--- src/rtl/clk_div_sel_pkg.sv ---
// Shared types and constants for the divided-clock selector.
// State encoding, source indices and the rising-edge helper live here.
package clk_div_sel_pkg;

    typedef enum logic [1:0] {
        StRun   = 2'd0,
        StDrain = 2'd1,
        StPark  = 2'd2
    } state_e;

    localparam int unsigned DIV2 = 0;
    localparam int unsigned DIV4 = 1;
    localparam int unsigned DIV8 = 2;

    function automatic logic rise(input logic nxt, input logic cur);
        return nxt & ~cur;
    endfunction

endpackage

--- src/rtl/clk_div_sel_if.sv ---
// Ratio-select request channel: requester drives sel_valid/sel, the selector
// answers with ready, a reject pulse and the active source index.
interface clk_div_sel_if #(
    parameter int unsigned SEL_W = 2
);
    logic             sel_valid;
    logic [SEL_W-1:0] sel;
    logic             sel_ready;
    logic             sel_err;
    logic [SEL_W-1:0] cur_sel;

    modport master (
        output sel_valid,
        output sel,
        input  sel_ready,
        input  sel_err,
        input  cur_sel
    );

    modport slave (
        input  sel_valid,
        input  sel,
        output sel_ready,
        output sel_err,
        output cur_sel
    );
endinterface

--- src/rtl/clk_div_edge_cnt.sv ---
// Tick generator and wrapping tick counter for the selected divided level.
// Looks at the next and current div_out so the tick lands with the 0->1 edge.
module clk_div_edge_cnt
    import clk_div_sel_pkg::*;
#(
    parameter int unsigned CNT_W = 8
) (
    input  logic             clk,
    input  logic             reset,
    input  logic             div_next,
    input  logic             div_cur,
    output logic             tick,
    output logic [CNT_W-1:0] tick_cnt
);

    logic             rise_w;
    logic             tick_q;
    logic [CNT_W-1:0] cnt_q;

    assign rise_w = rise(div_next, div_cur);

    always_ff @(posedge clk) begin
        if (reset) begin
            tick_q <= 1'b0;
            cnt_q  <= '0;
        end else begin
            tick_q <= rise_w;
            cnt_q  <= cnt_q + CNT_W'(rise_w);
        end
    end

    assign tick     = tick_q;
    assign tick_cnt = cnt_q;

endmodule

--- src/rtl/clk_div_sel.sv ---
// Run-time selector over the /2,/4,/8 divider outputs with a glitch-free switch:
// drain the old high, park low for MIN_LOW cycles, then hand over on a low phase.
module clk_div_sel
    import clk_div_sel_pkg::*;
#(
    parameter int unsigned NSRC    = 3,
    parameter int unsigned SEL_W   = 2,
    parameter int unsigned MIN_LOW = 2,
    parameter int unsigned CNT_W   = 8
) (
    input  logic                clk,
    input  logic                reset,
    input  logic [NSRC-1:0]     clk_div,
    clk_div_sel_if.slave        req,
    output logic                div_out,
    output logic                tick,
    output logic [CNT_W-1:0]    tick_cnt
);

    localparam int unsigned    LOW_W  = (MIN_LOW < 2) ? 1 : $clog2(MIN_LOW + 1);
    localparam logic [SEL_W:0] NSRC_L = (SEL_W + 1)'(NSRC);

    state_e           state_q, state_d;
    logic [SEL_W-1:0] cur_sel_q, cur_sel_d;
    logic [SEL_W-1:0] pend_q, pend_d;
    logic [LOW_W-1:0] low_cnt_q, low_cnt_d;
    logic             ready_q, ready_d;
    logic             err_q, err_d;
    logic             div_q, div_d;

    logic             cur_bit;
    logic             pend_bit;
    logic             sel_ok;
    logic             accept;

    // Compare-based mux keeps index widths independent of NSRC.
    always_comb begin
        cur_bit  = 1'b0;
        pend_bit = 1'b0;
        for (int unsigned i = 0; i < NSRC; i++) begin
            if (cur_sel_q == SEL_W'(i)) cur_bit = clk_div[i];
            if (pend_q == SEL_W'(i))    pend_bit = clk_div[i];
        end
    end

    assign sel_ok = ({1'b0, req.sel} < NSRC_L);
    assign accept = req.sel_valid & ready_q;

    always_comb begin
        state_d   = state_q;
        cur_sel_d = cur_sel_q;
        pend_d    = pend_q;
        low_cnt_d = low_cnt_q;
        ready_d   = ready_q;
        err_d     = 1'b0;
        div_d     = div_q;

        case (state_q)
            StRun: begin
                div_d = cur_bit;
                if (accept) begin
                    if (!sel_ok) begin
                        err_d = 1'b1;
                    end else if (req.sel != cur_sel_q) begin
                        pend_d  = req.sel;
                        ready_d = 1'b0;
                        state_d = StDrain;
                    end
                end
            end
            StDrain: begin
                // Let the old high run out before parking.
                div_d = cur_bit;
                if (!cur_bit) begin
                    low_cnt_d = LOW_W'(1);
                    state_d   = StPark;
                end
            end
            StPark: begin
                div_d = 1'b0;
                if (low_cnt_q < LOW_W'(MIN_LOW)) begin
                    low_cnt_d = low_cnt_q + LOW_W'(1);
                end
                // Hand over only in a low phase of the new source.
                if ((low_cnt_q >= LOW_W'(MIN_LOW)) && !pend_bit) begin
                    cur_sel_d = pend_q;
                    ready_d   = 1'b1;
                    state_d   = StRun;
                end
            end
            default: begin
                div_d   = 1'b0;
                ready_d = 1'b1;
                state_d = StRun;
            end
        endcase
    end

    always_ff @(posedge clk) begin
        if (reset) begin
            state_q   <= StRun;
            cur_sel_q <= SEL_W'(DIV2);
            pend_q    <= SEL_W'(DIV2);
            low_cnt_q <= '0;
            ready_q   <= 1'b1;
            err_q     <= 1'b0;
            div_q     <= 1'b0;
        end else begin
            state_q   <= state_d;
            cur_sel_q <= cur_sel_d;
            pend_q    <= pend_d;
            low_cnt_q <= low_cnt_d;
            ready_q   <= ready_d;
            err_q     <= err_d;
            div_q     <= div_d;
        end
    end

    clk_div_edge_cnt #(
        .CNT_W (CNT_W)
    ) u_edge_cnt (
        .clk      (clk),
        .reset    (reset),
        .div_next (div_d),
        .div_cur  (div_q),
        .tick     (tick),
        .tick_cnt (tick_cnt)
    );

    assign div_out       = div_q;
    assign req.sel_ready = ready_q;
    assign req.sel_err   = err_q;
    assign req.cur_sel   = cur_sel_q;

endmodule

--- src/flat_wrapper.sv ---
// flat-port wrapper written by rule: the top's interface ports become plain ports
module clk_div_sel_flat import clk_div_sel_pkg::*;
#(
    parameter int unsigned NSRC    = 3,
    parameter int unsigned SEL_W   = 2,
    parameter int unsigned MIN_LOW = 2,
    parameter int unsigned CNT_W   = 8
)
  (clk, reset, clk_div, div_out, tick, tick_cnt, req_sel_valid, req_sel, req_sel_ready, req_sel_err, req_cur_sel);
  clk_div_sel_if #(.SEL_W(SEL_W)) req_i ();
  input  logic clk;
  input  logic reset;
  input  logic [NSRC-1:0] clk_div;
  output logic div_out;
  output logic tick;
  output logic [CNT_W-1:0] tick_cnt;
  input wire logic [$bits(req_i.sel_valid)-1:0] req_sel_valid;
  input wire logic [$bits(req_i.sel)-1:0] req_sel;
  output wire logic [$bits(req_i.sel_ready)-1:0] req_sel_ready;
  output wire logic [$bits(req_i.sel_err)-1:0] req_sel_err;
  output wire logic [$bits(req_i.cur_sel)-1:0] req_cur_sel;
  assign req_i.sel_valid = req_sel_valid;
  assign req_i.sel = req_sel;
  assign req_sel_ready = req_i.sel_ready;
  assign req_sel_err = req_i.sel_err;
  assign req_cur_sel = req_i.cur_sel;
  clk_div_sel #(.NSRC(NSRC), .SEL_W(SEL_W), .MIN_LOW(MIN_LOW), .CNT_W(CNT_W)) u_core (.clk(clk), .reset(reset), .clk_div(clk_div), .req(req_i), .div_out(div_out), .tick(tick), .tick_cnt(tick_cnt));
endmodule
--- config.mk ---
export PLATFORM = sky130hd
export DESIGN_NAME = clk_div_sel_flat
export DESIGN_NICKNAME = d
export VERILOG_FILES = /design/src/rtl/clk_div_sel_pkg.sv /design/src/rtl/clk_div_sel_if.sv /design/src/rtl/clk_div_edge_cnt.sv /design/src/rtl/clk_div_sel.sv /design/src/flat_wrapper.sv
export SDC_FILE = /design/constraint.sdc
export NUM_CORES = 1
export LEC_CHECK = 0
export ABC_CLOCK_PERIOD_IN_PS = 2000
export BUFFER_PORTS_ARGS = -buffer_cell sky130_fd_sc_hd__buf_2
export CAP_MARGIN = 20
export CORE_MARGIN = 8
export CORE_UTILIZATION = 45
export DETAILED_ROUTE_END_ITERATION = 6
export GPL_ROUTABILITY_DRIVEN = 0
export PLACE_DENSITY = 0.71
export REMOVE_ABC_BUFFERS = 1
export SLEW_MARGIN = 20
export SYNTH_ARGS = -nofsm -noshare
export SYNTH_HDL_FRONTEND = slang
export SYNTH_HIERARCHICAL = 1
export SYNTH_SLANG_ARGS = --single-unit
--- constraint.sdc ---
create_clock -name clk -period 2 [get_ports clk]
set_clock_uncertainty 0.05 [all_clocks]
set_input_delay 0.6 -clock clk [delete_from_list [all_inputs] [get_ports clk]]
set_output_delay 0.6 -clock clk [all_outputs]
set_load 0.02 [all_outputs]
==> impl_metrics.csv <==
group,metric,value,unit
setup_path,crit_required,2.16,ns
clock_tree,clk_pin_slew,0.11,ns
synth,avgSynthCellArea,9.13,µm²
layout,areaGrowthSynthToFinish,21.9,%
clock_tree,cts_buffers,3,
place,hpwl,1.57,mm
detailed_routing,drt-wirelength-per-cell,12.6,µm
place,post-place-cells,154,
setup_path,arrival,2.09,ns
synth,yosys_warnings,6,
timing,tns,0,ns
die,start_util,0.484,
layout,insertedDiodeCount,0,
detailed_routing,num_vias,848,
run,drv_cap,0,
setup_path,slowest_delay,0.36,ns
hold_path,worstHoldStart,"u_core/u_edge_cnt/tick_cnt[7]$_SDFF_PP0_",
timing,slew-limit-headroom,0.751,
setup_path,r2r_cells,9,
timing,fin_crit_sh,0.966,
place,numPortBuffers,21,
synth,synth_top_area_cell,"dfxtp_1",
synth,synth-edff-count,0,
synth,synth_cell_types,37,
layout,final_cells,158,
setup_path,endpoint,"u_core/u_edge_cnt/tick_cnt[5]$_SDFF_PP0_",
layout,nNetsFinal,143,
setup_path,cp_max_fo,3,
die,die_y,62.2,µm
setup_path,crit_path_top_delay_cell,"or3_1",
global_routing,grt_pass1_vias,837,
place,dp_slack,-0.246,ns
setup_path,r2r_start,"u_core/req.cur_sel[1]$_SDFFE_PP0P_",
setup_path,r2r_slack,0.07,ns
detailed_routing,vias_per_cell,5.37,
setup_path,critPathKind,"primary input to flip-flop",
timing,finalHoldViolCount,0,
timing,rsz0062_at_grt,"yes",
detailed_routing,drt_iter0_drc,21,
detailed_routing,first_pass_iters,4,
clock_tree,cts-htree-levels,1,
timing,fmax,518,MHz
synth,ys_async_sr_fraction,0,
die,die_x,62.2,µm
synth,synth_top_cell_area_share,0.418,
synth,synth_ff_type,"dfxtp_1",
timing,timing.hold.ws,0.450,ns
synth,synth_most_common_cell,"dfxtp_1",
die,row_count,16,
status,status,"completed",
timing,drv_slew,0,
synth,synthCells,105,
timing,final.min_clock_period,1.93,ns
detailed_routing,drc,0,
synth,synth_seq_area_share,0.418,
synth,synth.area.top_cells,"dfxtp_1 42%, ha_1 3.9%, nor2_1 3.9%, o21ai_0 3.7%, nand3_1 3.1%",
global_routing,antenna_found_initial,0,
setup_path,cp_cell_sequence,"buf_2 > mux2i_1 > o21a_1 > nor2_1 > nor2b_4 > ha_2 > buf_4 > nand2_1 > or3_1 > a21oi_1",
global_routing,grt_overflow_total,0,
clock_tree,insertion_delay,0.29,ns
timing,worst_pin_slew,0.372,ns
synth,syn-cell-area,958,µm²
setup_path,start_kind,"primary input",
die,core,1980,µm²
synth,synth-seq-cells,20,
setup_path,startpoint,"clk_div[2]",
die,dieArea,3860,µm²
setup_path,cp-end-kind,"flip-flop",
detailed_routing,route.final.wire_length,1.99,mm
layout,final_layout_size_suffix_gt1_frac,0.321,
power,p_per_area,673,nW/µm²
setup_path,r2r_end,"u_core/u_edge_cnt/tick_cnt[5]$_SDFF_PP0_",
global_routing,grt_max_degree,20,
detailed_routing,antenna_left,0,
power,total_power,0.787,mW
clock_tree,cts_root_buffer,"clkbuf_4",
hold_path,hold_class,"flip-flop to flip-flop",
global_routing,grt_pass1_wl,3.45,mm
power,p_leak,0.477,nW
timing,fin_ws,0.0683,ns
clock_tree,clk_path_buf_depth,2,
die,io_pins,22,
synth,synth_common_cells,"20 x dfxtp_1, 10 x nor2_1, 7 x o21ai_0",
global_routing,grt_usage,0.105,
clock_tree,cts.sinks,20,
timing,finalSetupViolCount,0,
power,peakVddDrop,0.355,mV
layout,fillers,172,
clock_tree,cts_tree,"done",
[area by class of cell]
class,instances,area (µm²),share of cell area
repair buffers,26,143,0.122
multi-input cells,76,536,0.458
flip-flops and latches,20,402,0.344
inverters,5,18.8,0.0161
well taps,27,33.8,0.0289
clock buffers,4,36.3,0.0310
[critical path: cells and delay by family]
kind / cells / cell delay (ns)
AOI/OAI and AO/OA: 2 / 0.37
adders and majority gates: 1 / 0.18
muxes: 1 / 0.09
and+or+nand+nor: 4 / 0.66
buffers and inverters: 2 / 0.20
[how the worst min path moves through the flow]
stage | slack, ns | endpoint | cells past startpoint
4_1_cts | 0.46 | u_core/u_edge_cnt/tick_cnt[7]$_SDFF_PP0_ | 2
2_1_floorplan | 0.42 | u_core/low_cnt_q[0]$_SDFFE_PP0P_ | 2
5_1_grt | 0.49 | u_core/u_edge_cnt/tick_cnt[6]$_SDFF_PP0_ | 2
3_3_place_gp | 0.42 | u_core/u_edge_cnt/tick_cnt[7]$_SDFF_PP0_ | 2
6_report | 0.45 | u_core/u_edge_cnt/tick_cnt[7]$_SDFF_PP0_ | 2
3_5_place_dp | 0.45 | u_core/u_edge_cnt/tick_cnt[7]$_SDFF_PP0_ | 2
[repair_timing]
item	in CTS	in global routing
hold buffers	0	0
gates resized for setup	0	5
endpoints found under the setup margin	0	5
buffers inserted	0	0
[report_power, final]
part | leakage, nW | internal [mW] | total [mW] | switching, mW
clock | 0.0210 | 0.111 | 0.223 | 0.112
sequential | 0.163 | 0.418 | 0.439 | 0.0212
combinational | 0.292 | 0.0565 | 0.124 | 0.0678
total | 0.477 | 0.585 | 0.787 | 0.201
[placed cells by master (no fill, tap or decap), types with 2 or more instances in the layout]
master | netlist | routed
nor2_1 | 10 | 10
mux2i_1 | 2 | 2
nand3_1 | 6 | 6
a2111oi_2 | 2 | 2
nand3b_1 | 3 | 3
a21oi_1 | 5 | 5
o21ai_0 | 7 | 7
inv_1 | 5 | 5
nor3_1 | 2 | 2
xor2_1 | 2 | 2
xnor2_1 | 3 | 3
clkbuf_4 | 0 | 3
nor2b_1 | 4 | 3
o211ai_1 | 2 | 2
buf_4 | 0 | 5
nand2b_1 | 2 | 2
buf_2 | 1 | 21
or3_1 | 3 | 3
dfxtp_1 | 20 | 19
ha_2 | 0 | 2
nand2_1 | 3 | 3
[cells by family after synthesis]
logic type,share of synthesized area
buffers and inverters,0.0365
xor gates and xnor gates,0.0457
muxes,0.0209
DFF,0.418
adders and majority gates,0.0392
and+or+nand+nor,0.239
AOI/OAI and AO/OA,0.201
[registers in the layout, summed over array words and instances, names as in the netlist]
signal / count
u_core/req.cur_sel: 2
u_core/div_out: 1
u_core/low_cnt_q: 2
u_core/req.sel_err: 1
u_core/u_edge_cnt/tick_cnt: 8
u_core/state_q: 2
u_core/u_edge_cnt/tick: 1
u_core/req.sel_ready: 1
u_core/pend_q: 2
[stage by stage]
stage | util | instance area (µm²)
floorplan | - | 942
global placement | 0.564 | 1120
global route | 0.590 | 1170
CTS | 0.583 | 1150
finish | 0.590 | 1170
detailed placement | 0.564 | 1120
[layer usage]
metal / share of wire / global-route usage
met1: 0.50 / 0.126
met4: 0.015 / 0.0525
met2: 0.44 / 0.163
met3: 0.051 / 0.0323
met5: 0 / 0
(Power assumes the default switching activity.)
